$ cat config.mk
export PLATFORM = sky130hd
export DESIGN_NAME = lru_replace_ctrl_flat
export DESIGN_NICKNAME = d
export VERILOG_FILES = /design/src/rtl/lru_replace_ctrl_if.sv /design/src/rtl/lru_replace_ctrl.sv /design/src/flat_wrapper.sv
export SDC_FILE = /design/constraint.sdc
export NUM_CORES = 1
export LEC_CHECK = 0
export CAP_MARGIN = 0
export CORE_AREA = 2 2 63 80
export CTS_CLUSTER_DIAMETER = 50
export DETAILED_ROUTE_END_ITERATION = 7
export DIE_AREA = 0 0 65 82
export PLACE_DENSITY = 0.78
export SLEW_MARGIN = 20
export SYNTH_ARGS = -nofsm -noshare
export SYNTH_HDL_FRONTEND = slang
export SYNTH_SLANG_ARGS = --single-unit
$ cat constraint.sdc
create_clock -name clk -period 2.2 [get_ports clk]
set_input_delay 0.33 -clock clk [delete_from_list [all_inputs] [get_ports clk]]
set_output_delay 0.33 -clock clk [all_outputs]
set_load 0.01 [all_outputs]
$ cat src/rtl/lru_replace_ctrl_if.sv
// Cache-side port bundle of the LRU replacement controller: lookup results,
// the victim handshake, and fill completion.
interface lru_replace_ctrl_if #(
    parameter int SET           = 8,
    parameter int ASSOCIATIVITY = 4
) ();
    localparam int LRU_WIDTH = $clog2(ASSOCIATIVITY);
    localparam int IDX_WIDTH = $clog2(SET);

    logic                     req_valid;
    logic                     req_ready;
    logic [IDX_WIDTH-1:0]     req_index;
    logic [ASSOCIATIVITY-1:0] hit_vec;
    logic [ASSOCIATIVITY-1:0] valid_vec;
    logic                     victim_valid;
    logic [LRU_WIDTH-1:0]     victim_way;
    logic                     fill_done;

    // Cache control FSM side.
    modport master (
        output req_valid,
        output req_index,
        output hit_vec,
        output valid_vec,
        output fill_done,
        input  req_ready,
        input  victim_valid,
        input  victim_way
    );

    // Replacement controller side.
    modport slave (
        input  req_valid,
        input  req_index,
        input  hit_vec,
        input  valid_vec,
        input  fill_done,
        output req_ready,
        output victim_valid,
        output victim_way
    );
endinterface

$ cat src/rtl/lru_replace_ctrl.sv
// LRU replacement controller: turns lookup results into a victim choice,
// waits for the fill, then pulses the MRU update into the lru array.
module lru_replace_ctrl #(
    parameter int SET           = 8,
    parameter int ASSOCIATIVITY = 4,
    parameter int LRU_WIDTH     = $clog2(ASSOCIATIVITY),
    parameter int IDX_WIDTH     = $clog2(SET),
    parameter int CNT_WIDTH     = 16
) (
    input  logic                 clk,
    input  logic                 rst,
    lru_replace_ctrl_if.slave    bus,
    output logic [IDX_WIDTH-1:0] lru_index_out,
    output logic [LRU_WIDTH-1:0] mru_out,
    output logic                 load_lru_out,
    input  logic [LRU_WIDTH-1:0] lru_in,
    output logic                 multi_hit_err,
    output logic [CNT_WIDTH-1:0] hit_cnt,
    output logic [CNT_WIDTH-1:0] miss_cnt
);

    typedef enum logic [1:0] {
        ST_IDLE   = 2'd0,
        ST_LOOKUP = 2'd1,
        ST_VICTIM = 2'd2,
        ST_UPDATE = 2'd3
    } state_t;

    state_t state_reg;
    state_t state_next;

    logic [IDX_WIDTH-1:0]     index_reg;
    logic [LRU_WIDTH-1:0]     victim_reg;
    logic [LRU_WIDTH-1:0]     mru_reg;
    logic                     multi_reg;
    logic [CNT_WIDTH-1:0]     hit_cnt_reg;
    logic [CNT_WIDTH-1:0]     miss_cnt_reg;

    logic                     accept;
    logic                     is_hit;
    logic                     set_full;
    logic                     hit_multi;
    logic [ASSOCIATIVITY-1:0] free_vec;
    logic [ASSOCIATIVITY-1:0] hit_first;
    logic [ASSOCIATIVITY-1:0] free_first;
    logic [LRU_WIDTH-1:0]     hit_way;
    logic [LRU_WIDTH-1:0]     free_way;

    assign accept    = bus.req_valid && (state_reg == ST_IDLE);
    assign is_hit    = |bus.hit_vec;
    assign set_full  = &bus.valid_vec;
    assign free_vec  = ~bus.valid_vec;
    // Clearing the lowest set bit leaves something only if two or more were set.
    assign hit_multi = (bus.hit_vec & (bus.hit_vec - ASSOCIATIVITY'(1))) != '0;

    // Isolate the lowest set bit of the hit and free vectors.
    genvar gi;
    generate
        for (gi = 0; gi < ASSOCIATIVITY; gi++) begin : g_first
            if (gi == 0) begin : g_lsb
                assign hit_first[gi]  = bus.hit_vec[gi];
                assign free_first[gi] = free_vec[gi];
            end else begin : g_upper
                assign hit_first[gi]  = bus.hit_vec[gi] & ~(|bus.hit_vec[gi-1:0]);
                assign free_first[gi] = free_vec[gi] & ~(|free_vec[gi-1:0]);
            end
        end
    endgenerate

    // One-hot to binary; at most one bit of each *_first vector is set.
    always_comb begin
        hit_way  = '0;
        free_way = '0;
        for (int i = 0; i < ASSOCIATIVITY; i++) begin
            if (hit_first[i]) begin
                hit_way = hit_way | LRU_WIDTH'(i);
            end
            if (free_first[i]) begin
                free_way = free_way | LRU_WIDTH'(i);
            end
        end
    end

    always_ff @(posedge clk or posedge rst) begin
        if (rst) begin
            state_reg <= ST_IDLE;
        end else begin
            state_reg <= state_next;
        end
    end

    always_comb begin
        state_next = state_reg;
        case (state_reg)
            ST_IDLE: begin
                if (accept) begin
                    if (is_hit) begin
                        state_next = ST_UPDATE;
                    end else if (set_full) begin
                        state_next = ST_LOOKUP;
                    end else begin
                        state_next = ST_VICTIM;
                    end
                end
            end
            ST_LOOKUP: state_next = ST_VICTIM;
            ST_VICTIM: begin
                if (bus.fill_done) begin
                    state_next = ST_UPDATE;
                end
            end
            ST_UPDATE: state_next = ST_IDLE;
            default:   state_next = ST_IDLE;
        endcase
    end

    // Request capture and way selection. lru_in is the lru array's read of
    // index_reg, which has settled by the LOOKUP cycle.
    always_ff @(posedge clk or posedge rst) begin
        if (rst) begin
            index_reg  <= '0;
            victim_reg <= '0;
            mru_reg    <= '0;
        end else begin
            if (accept) begin
                index_reg <= bus.req_index;
                if (is_hit) begin
                    mru_reg <= hit_way;
                end else if (!set_full) begin
                    victim_reg <= free_way;
                end
            end
            if (state_reg == ST_LOOKUP) begin
                victim_reg <= lru_in;
            end
            if ((state_reg == ST_VICTIM) && bus.fill_done) begin
                mru_reg <= victim_reg;
            end
        end
    end

    // Performance counters stick at all-ones instead of wrapping.
    always_ff @(posedge clk or posedge rst) begin
        if (rst) begin
            hit_cnt_reg  <= '0;
            miss_cnt_reg <= '0;
            multi_reg    <= 1'b0;
        end else if (accept) begin
            if (is_hit) begin
                if (hit_cnt_reg != '1) begin
                    hit_cnt_reg <= hit_cnt_reg + CNT_WIDTH'(1);
                end
                if (hit_multi) begin
                    multi_reg <= 1'b1;
                end
            end else if (miss_cnt_reg != '1) begin
                miss_cnt_reg <= miss_cnt_reg + CNT_WIDTH'(1);
            end
        end
    end

    // Strobes decode straight from the state register so reset clears them
    // at once and can never leave a load pulse behind.
    assign bus.req_ready    = (state_reg == ST_IDLE);
    assign bus.victim_valid = (state_reg == ST_VICTIM);
    assign bus.victim_way   = victim_reg;
    assign load_lru_out     = (state_reg == ST_UPDATE);
    assign mru_out          = mru_reg;
    assign lru_index_out    = index_reg;
    assign multi_hit_err    = multi_reg;
    assign hit_cnt          = hit_cnt_reg;
    assign miss_cnt         = miss_cnt_reg;

    a_load_single: assert property (@(posedge clk) disable iff (rst)
        load_lru_out |=> !load_lru_out);

    a_lookup_one_cycle: assert property (@(posedge clk) disable iff (rst)
        (state_reg == ST_LOOKUP) |=> (state_reg == ST_VICTIM));

    a_victim_stable: assert property (@(posedge clk) disable iff (rst)
        (bus.victim_valid && !bus.fill_done) |=> (bus.victim_valid && $stable(bus.victim_way)));

endmodule

$ cat src/flat_wrapper.sv
// flat-port wrapper written by rule: the top's interface ports become plain ports
module lru_replace_ctrl_flat 
#(
    parameter int SET           = 8,
    parameter int ASSOCIATIVITY = 4,
    parameter int LRU_WIDTH     = $clog2(ASSOCIATIVITY),
    parameter int IDX_WIDTH     = $clog2(SET),
    parameter int CNT_WIDTH     = 16
)
  (clk, rst, lru_index_out, mru_out, load_lru_out, lru_in, multi_hit_err, hit_cnt, miss_cnt, bus_req_valid, bus_req_index, bus_hit_vec, bus_valid_vec, bus_fill_done, bus_req_ready, bus_victim_valid, bus_victim_way);
  lru_replace_ctrl_if #(.SET(SET), .ASSOCIATIVITY(ASSOCIATIVITY)) bus_i ();
  input  logic clk;
  input  logic rst;
  output logic [IDX_WIDTH-1:0] lru_index_out;
  output logic [LRU_WIDTH-1:0] mru_out;
  output logic load_lru_out;
  input  logic [LRU_WIDTH-1:0] lru_in;
  output logic multi_hit_err;
  output logic [CNT_WIDTH-1:0] hit_cnt;
  output logic [CNT_WIDTH-1:0] miss_cnt;
  input wire logic [$bits(bus_i.req_valid)-1:0] bus_req_valid;
  input wire logic [$bits(bus_i.req_index)-1:0] bus_req_index;
  input wire logic [$bits(bus_i.hit_vec)-1:0] bus_hit_vec;
  input wire logic [$bits(bus_i.valid_vec)-1:0] bus_valid_vec;
  input wire logic [$bits(bus_i.fill_done)-1:0] bus_fill_done;
  output wire logic [$bits(bus_i.req_ready)-1:0] bus_req_ready;
  output wire logic [$bits(bus_i.victim_valid)-1:0] bus_victim_valid;
  output wire logic [$bits(bus_i.victim_way)-1:0] bus_victim_way;
  assign bus_i.req_valid = bus_req_valid;
  assign bus_i.req_index = bus_req_index;
  assign bus_i.hit_vec = bus_hit_vec;
  assign bus_i.valid_vec = bus_valid_vec;
  assign bus_i.fill_done = bus_fill_done;
  assign bus_req_ready = bus_i.req_ready;
  assign bus_victim_valid = bus_i.victim_valid;
  assign bus_victim_way = bus_i.victim_way;
  lru_replace_ctrl #(.SET(SET), .ASSOCIATIVITY(ASSOCIATIVITY), .LRU_WIDTH(LRU_WIDTH), .IDX_WIDTH(IDX_WIDTH), .CNT_WIDTH(CNT_WIDTH)) u_core (.clk(clk), .rst(rst), .bus(bus_i), .lru_index_out(lru_index_out), .mru_out(mru_out), .load_lru_out(load_lru_out), .lru_in(lru_in), .multi_hit_err(multi_hit_err), .hit_cnt(hit_cnt), .miss_cnt(miss_cnt));
endmodule
# Yosys cells after proc, flatten, opt, wreduce, memory -nomap -nowiden
# Index checks and enable logic that the tools add are counted.
classes:
  addsub: 3
  n_eq_ne: 9
  muxes: 18
  bitwise: 15
  n_reduce_logical: 19
ops:
  columns: ["operator", "n"]
  rows:
  - ["$add A16 B1 Y16 const B", 2]
  - ["$ne A16 B16 Y1 const B", 2]
  - ["$mux W2", 15]
  - ["$reduce_and A3 Y1", 4]
  - ["$pmux W2 S4", 1]
  - ["$not A1 Y1", 7]
  - ["$and A1 B1 Y1", 6]
  - ["$ne A2 B2 Y1 const B", 3]
  - ["$reduce_bool A2 Y1", 3]
  - ["$reduce_or A3 Y1", 2]
  - ["$and A4 B4 Y4", 1]
  - ["$eq A2 B2 Y1 const B", 2]
  - ["$not A4 Y4", 1]
  - ["$reduce_and A2 Y1", 2]
  - ["$reduce_and A4 Y1", 1]
  - ["$reduce_bool A4 Y1", 1]
  - ["$reduce_or A2 Y1", 2]
  - ["$reduce_or A4 Y1", 1]
  - ["$sub A4 B1 Y4 const B", 1]
  - ["$eq A2 B1 Y1 const B", 1]
  - ["$logic_and A1 B1 Y1", 2]
  - ["$logic_not A2 Y1", 1]
  - ["$mux W1", 2]
  - ["$ne A2 B1 Y1 const B", 1]
word_totals:
  register_bits: 42
  out_inout_bits: 43
  elab_cells: 71

# Depth between registers and ports, before layout
depth:
  depth_word: 10
  depth_mapped: 6
  depth_no_buf: 6

# Least setup slack after synthesis
# Ideal clock, no wire load.
synth_path:
  path_type: "register -> register"
  start: "register u_core.state_reg[0]"
  end: "register u_core.hit_cnt_reg[15] (netlist: u_core.hit_cnt[15])"
  setup_ns: 0.079
  t_arrival_ns: 1.838
  required_ns: 2.121
  slack_ns: 0.282
  stages_incl_launch_ff: 7
  cell_sequence: "dfrtp_1 -> inv_1 -> ha_1 -> nand3_4 -> or4b_4 -> nor3_2 -> xor2_1"
synth_between:
  elab_chain_cells: 3
synth_rtl:
  columns: ["item", "line_no", "rtl"]
  rows:
  - ["from (decl)", "lru_replace_ctrl.sv:29", "state_t state_reg;"]
  - ["from (signal assigned)", "lru_replace_ctrl.sv:88", "state_reg <= state_next;"]
  - ["$logic_not A2 Y1", null, null]
  - ["via bus_req_ready", "flat_wrapper.sv:26", "output wire logic [$bits(bus_i.req_ready)-1:0] bus_req_ready;"]
  - ["$logic_and A1 B1 Y1", "lru_replace_ctrl.sv:49", "assign accept = bus.req_valid && (state_reg == ST_IDLE);"]
  - ["$reduce_and A3 Y1 (no line)", null, null]
  - ["to (signal assigned)", "lru_replace_ctrl.sv:151", "hit_cnt_reg <= hit_cnt_reg + CNT_WIDTH'(1);"]
  - ["to (decl)", "lru_replace_ctrl.sv:36", "logic [CNT_WIDTH-1:0] hit_cnt_reg;"]
# The timed path passes the listed nets, and every way through them passes these cells.
# A chain may end at the register's enable or synchronous reset.

# Worst setup path after layout
layout_path:
  start: "register u_core.state_reg[0]"
  end: "output port bus_req_ready"
layout_between:
  elab_chain_cells: 1
layout_rtl:
  columns: ["item", "line_no", "rtl"]
  rows:
  - ["$logic_not A2 Y1", "lru_replace_ctrl.sv:164", "assign bus.req_ready = (state_reg == ST_IDLE);"]
  - ["to (decl)", "flat_wrapper.sv:26", null]
# No other way between the ends.

==> summary.md <==
| Metric | Value |
|---|---|
| Outcome | `finished, final reports clean` |
| Post-Synthesis Cells | `196` |
| Tightest Pin Transition | `around 0.53 ns` |
| Cell Int Power | `1.87 mW` |
| IO buf count | `59` |
| Routed WL | `4590 microns` |
| # clock sinks | `42` |
| Synth unique cells | `32` |
| # hold bufs at CTS | `0` |
| Synth Area in Adders | `roughly 4.2%` |
| Worst hold path class | `in -> async` |
| Drt wl/cell | `13.9 microns` |
| Syn-to-layout area delta | `41.1%` |
| Xor/xnor share of the synthesized area | `12.5%` |
| Hpwl dp | `around 3400 microns` |
| Post-Syn Area per Cell | `10.8 sq um` |
| Sw frac | `30.2%` |
| Routed via count | `1,734` |
| Part of the power in registers | `39.3%` |
| Starting Density | `45.9%` |
| Synth Area in Simple Gates | `22.1%` |
| CTS buffer count | `5` |
| Initial DRC Count | `95` |
| Core ar. | `4590 sq um` |
| Yosys warns | `0` |
| Slew margin rel. | `64.4%` |
| Clock transition at path regs | `0.09 ns` |
| Main combinational cell family by area after synthesis | `simple AND/OR/NAND/NOR gates` |
| ANT nets after route | `0` |
| Final hold violation count | `0` |
| Mapped cell area | `2110 sq um` |
| Clk pwr share | `27.4%` |
| Max-cap violations | `0` |
| H-tree depth | `2` |
| Final setup violation count | `0` |
| CTS tree | `built` |
| Max Buffers Root-to-Sink | `2` |
| Clk Latency, worst-skew pair | `0.30 ns` |
| Crit path kind | `reg -> out` |
| Largest net degree at the start of global routing | `between 40 and 50` |
| Synth Area in Compound Gates | `around 8%` |
| Chip height | `between 80 and 90 microns` |
| Number of flops mapped to enable cells by yosys | `0` |
| Reg2reg end | `u_core.miss_cnt[13]` |
| Antenna violations before repair | `0` |
| TritonRoute pass-1 iters | `4` |
| Final #Nets | `294` |
| Setup crit start kind | `flop` |
| Final Wtd Congestion | `0.755` |
| Ranking of synthesized cells by area | `dfrtp_1 (50%), xnor2_1 (7.5%), xor2_1 (5.0%)` |
| Reg2Reg Setup Slack | `0.25 ns` |
| Period utilization | `between 90% and 100%` |
| Design area | `2970 sq um` |
| Arrival time worst endpoint | `1.73 ns` |
| Period minus WS final | `2.06 ns` |
| Leakage | `1.29 nW` |
| RR Startpoint | `u_core.miss_cnt[8]` |
| Chip width | `65 microns` |
| Layout Skew | `0.0128 ns` |
| Max IR drop VDD | `0.539 mV` |
| PostCTS Resize Cnt | `0` |
| Comb pwr share | `between 30% and 40%` |
| Share of layout cells above drive strength 1 | `11.8%` |
| Global-route usage over all layers | `between 10% and 20%` |
| Primary FF master, synth | `dfrtp_1` |
| Pwr dens | `903 nW/um^2` |
| # diodes | `0` |
| FF+latch count, synth | `42` |
| Fin cells | `around 330` |
| Mux contribution to synthesized area | `about 2.1%` |
| RSZ-0062 raised after global routing | `no` |
| Detailed-route vias per instance | `5.24` |
| Root buffer cell | `clkbuf_8` |
| Row cnt | `28` |
| Worst endpoint required time | `1.87 ns` |
| Io pins | `60` |
| First-pass GRT wire length | `between 7000 and 8000 microns` |
| Fmax | `484 MHz` |
| Drt drc | `0` |
| CP endpoint kind | `primary output` |
| Total die area | `approximately 5300 sq um` |
| Aggregate global routing overflow | `0` |
| Top cell type's share of synthesized area | `49.9%` |
| Postcts setup bufs | `0` |
| P_sw | `812 uW` |
| R2R cell count | `5` |
| Register area share after synthesis | `49.9%` |
| Crit Path Max Fanout | `4` |
| Hold_ws | `around 0.46 ns` |
| Synthesized Nets | `220` |
| Async SR Flop Fraction | `100%` |
| Design Power | `2.68 mW` |
| Cell taking the most area after synthesis | `dfrtp_1` |
| Placed Area | `2830 sq um` |
| Vias in the first global route | `1,718` |
| Fin. max-slew vios | `0` |
| Placed instance count | `323` |
[cell usage after synthesis, types with 4 or more instances]
master and number:
dfrtp_1 42, and3_1 6, xnor2_1 18, nor2_1 15, nand3_1 9, inv_1 8, nand2_1 22, nand4_1 13
ha_1 7, o21ai_0 6, mux2_2 4, a21oi_1 6, xor2_1 12
[per-stage QoR]
step | utilization [%] | TNS (ns) | setup slack, ns
floorplan | - | 0 | 0.282
global placement | 61.8 | 0 | 0.00423
detailed placement | 61.8 | -0.482 | -0.120
CTS | 64.7 | 0 | 0.0563
global route | 64.8 | 0 | 0.0434
finish | 64.8 | 0 | 0.135
[kinds of logic after synthesis]
family	after synthesis
and+or+nand+nor	82
xor gates and xnor gates	30
muxes	4
buffers and inverters	8
adders and majority gates	7
AOI/OAI and AO/OA	23
DFF	42
[power by group through the flow]
stage	Combinational, mW	Clock, mW	Sequential, mW
final	0.893	0.736	1.06
after floorplan	0.387	0	1.12
after detailed placement	0.899	0	1.07
after global routing	0.989	0.788	1.08
after global placement	0.879	0	1.07
after CTS	0.903	0.753	1.06
[metal layers]
metal / vias up / GRT usage [%] / wire length [microns]
met5: - / 0 / 0
met4: 0 / 7.23 / 70
met3: 6 / 4.38 / 269
met2: 54 / 34.4 / 2340
met1: 833 / 20.9 / 1910
li1: 841 / - / -
[placed cells by master, fill, tap and decap left out, types with 2 or more instances in the layout]
cell type	count
a21oi_1	6
and3_1	6
and4_1	3
buf_4	8
bufinv_16	2
clkbuf_8	5
clkdlybuf4s50_1	59
dfrtp_1	42
ha_1	6
inv_1	8
mux2_2	4
nand2_1	22
nand3_1	9
nand4_1	13
nor2_1	15
nor3_1	3
nor3_2	2
nor4_2	3
o21ai_0	6
o22ai_1	3
xnor2_1	18
xor2_1	12
[critical path, stage by stage, from the launching register on]
cell	delay [ns]
dfrtp_1	0.41
inv_1	0.12
ha_2	0.25
buf_4	0.13
clkdlybuf4s50_1	0.52
[cell type report]
cell class / count / area, sq um
Tap cell: 60 / 75.1
Fill cell: 374 / 1620
Inverter: 8 / 30.0
Clock buffer: 5 / 68.8
Clock inverter: 3 / 68.8
Sequential cell: 42 / 1050
Multi-Input combinational cell: 146 / 1030
Timing Repair Buffer: 67 / 651
[worst max-delay path by stage]
stage | startpoint | endpoint | slack (ns) | cells past startpoint
global route | u_core.state_reg[0] | bus_req_ready | 0.04 | 4
finish | u_core.state_reg[0] | bus_req_ready | 0.14 | 4
global placement | bus_hit_vec[1] | u_core.miss_cnt[15] | 0.004 | 6
floorplan | u_core.state_reg[0] | u_core.hit_cnt[15] | 0.28 | 6
CTS | u_core.state_reg[1] | bus_req_ready | 0.06 | 4
detailed placement | bus_hit_vec[1] | u_core.miss_cnt[15] | -0.12 | 6
(Power assumes the default switching activity.)
==> RTL edit, RTL diff (same settings) <==
Re-encode `state_t` (4 states) as Gray code, 2 bits wide.
--- a/src/rtl/lru_replace_ctrl.sv
+++ b/src/rtl/lru_replace_ctrl.sv
@@ -20,10 +20,10 @@
 );
 
     typedef enum logic [1:0] {
-        ST_IDLE   = 2'd0,
-        ST_LOOKUP = 2'd1,
-        ST_VICTIM = 2'd2,
-        ST_UPDATE = 2'd3
+        ST_IDLE   = 2'b00,
+        ST_LOOKUP = 2'b01,
+        ST_VICTIM = 2'b11,
+        ST_UPDATE = 2'b10
     } state_t;
 
     state_t state_reg;
Check against the original RTL: same outputs for any inputs over 10 cycles, from zero or initial values and one cycle with rst high; not proved beyond that.
==> RTL edit against the original RTL <==
Power decreased by 0.68%; global-route usage increased by 1.7 points; final cell count increased by 1.5%; area after synthesis decreased by 1.7%; non-clock buffer count increased by 7; final area decreased by 1.1%; first-iteration DRC count increased by 45%; setup slack improved by 130 ps; sequential cell count unchanged; synthesized cell count increased by 1.0%; core utilization decreased by 0.71 points; wire length increased by 6.7%; critical path type is now reg2reg; critical endpoint is now u_core.hit_cnt[11]; largest power group unchanged; highest routed layer unchanged.
==> RTL edit: results (changes against the original RTL) <==
[run_status]
status=complete, no violations  ; unchanged

[clock_network]
clkTransAtPathRegs_ps=80
h-tree-depth=2  ; unchanged
cts_buffer_depth=2  ; unchanged
root_buffer=clkbuf_8  ; unchanged

[synth]
syn_nets=217  ; was 220
yosys_most_used_dff=dfrtp_1  ; unchanged
synth.distinct_cells=38  ; was 32
synth_warnings=0  ; unchanged
syn_area_per_cell_um2=10.5  ; was 10.8 µm²
ys_seq_area_share_pct=50.7  ; was 49.9%
synthTopCellsByCount=dfrtp_1 (42), xor2_1 (28), nand2_1 (15)  ; was dfrtp_1 (42), nand2_1 (22), xnor2_1 (18)
synth_area_leaders=dfrtp_1 (51%), xor2_1 (12%), nor3_1 (3.4%), nand4_1 (3.3%), nand3_1 (3.1%)  ; was dfrtp_1 (50%), xnor2_1 (7.5%), xor2_1 (5.0%), ha_1 (4.2%), nand2_1 (3.9%)

[grt]
use_met3_pct=4.52  ; was 4.38%
grt_util_all_layers_pct=20.4  ; was 18.7%
grt_pass1_wl_um=8280  ; was 7700 µm
use_met2_pct=36.4  ; was 34.4%
grt_util_met1_pct=23.4  ; was 20.9%

[pwr]
ir_worst_vdd_mv=0.457  ; was 0.539 mV
leakage_uw=0.00131  ; was 0.00129 µW
swShare_pct=32.0  ; was 30.2%

[detailed_routing]
vias=1824  ; was 1734
drt_iter0_drc=138  ; was 95
routedWlPerCell_um=14.6  ; was 13.9 µm

[cells_and_area]
final_net_count=294  ; unchanged
fin_cells=336  ; was 331
drive_gt1_share_pct=11.6  ; was 11.8%

[place]
dpl.hpwl_um=3620  ; was 3380 µm
postPlaceCellArea_um2=2830  ; about the same
dp_cells=328  ; was 323
globalplace.congestion=0.851  ; was 0.755

[sta]
finClkSkew_ps=6.65  ; was 12.8 ps
slew_headroom_pct=65.5  ; was 64.4%

[worst_setup_path]
crit_fanout=6  ; was 4
cp.arrival_ps=2160  ; was 1730 ps

[RTL edit: worst paths after layout]
path                            depth (start not counted)           startpoint                  end  slack (ps)
worst max-delay path                                    4    u_core.hit_cnt[5]   u_core.hit_cnt[11]         260
worst min-delay path                                    3                  rst    u_core.hit_cnt[2]         460
worst max register to register                          4    u_core.hit_cnt[5]   u_core.hit_cnt[11]         260
worst min register to register                          1  u_core.miss_cnt[15]  u_core.miss_cnt[15]         490
max in group asynchronous                               3                  rst  u_core.miss_cnt[10]        1380
min in group clk                                        1  u_core.miss_cnt[15]  u_core.miss_cnt[15]         490
[RTL edit: layout make-up]
type | count | area [µm²]
clock buffer | 5 | 68.8
sequential | 42 | 1050
clock inverter | 3 | 40.0
timing repair buffer | 74 | 703
multi-input combinational | 145 | 977
inverter | 7 | 26.3
fill | 368 | 1650
tap | 60 | 75.1
[RTL edit: metal layers]
| layer | vias up | wire length, µm |
|---|---|---|
| li1 | 872 | - |
| met1 | 883 | 1990 |
| met2 | 58 | 2580 |
| met3 | 11 | 217 |
| met4 | 0 | 106 |
| met5 | - | 0 |
[RTL edit: per-stage QoR]
| step | setup TNS (ps) | worst slack [ps] | power [µW] |
|---|---|---|---|
| after detailed placement | -12.3 | -12.3 | 2080 |
| after global routing | 0 | 135 | 2830 |
| after global placement | 0 | 33.6 | 2050 |
| after CTS | 0 | 271 | 2690 |
| after floorplan | 0 | 285 | 1540 |
| final | 0 | 264 | 2670 |
[RTL edit: critical path: stages (launching register included)]
cell and delay, ps:
dfrtp_1 450, nand4_1 210, or4b_1 660, nor4b_1 370, xor2_1 170
[RTL edit: kinds of logic after synthesis]
kind of cell | count (synthesis) | synth area share [%]
muxes | 5 | 2.72
DFF | 42 | 50.7
adders and majority gates | 2 | 1.21
buffers and inverters | 11 | 2.17
AOI/OAI and AO/OA | 16 | 5.07
and+or+nand+nor | 92 | 25.5
xor gates and xnor gates | 30 | 12.7
[RTL edit: power by group through the flow]
stage	clock network [µW]	logic [µW]	registers (µW)
floorplan	0	353	1190
global placement	0	902	1150
detailed placement	0	928	1150
CTS	612	935	1140
global route	650	1010	1170
finish	605	923	1140
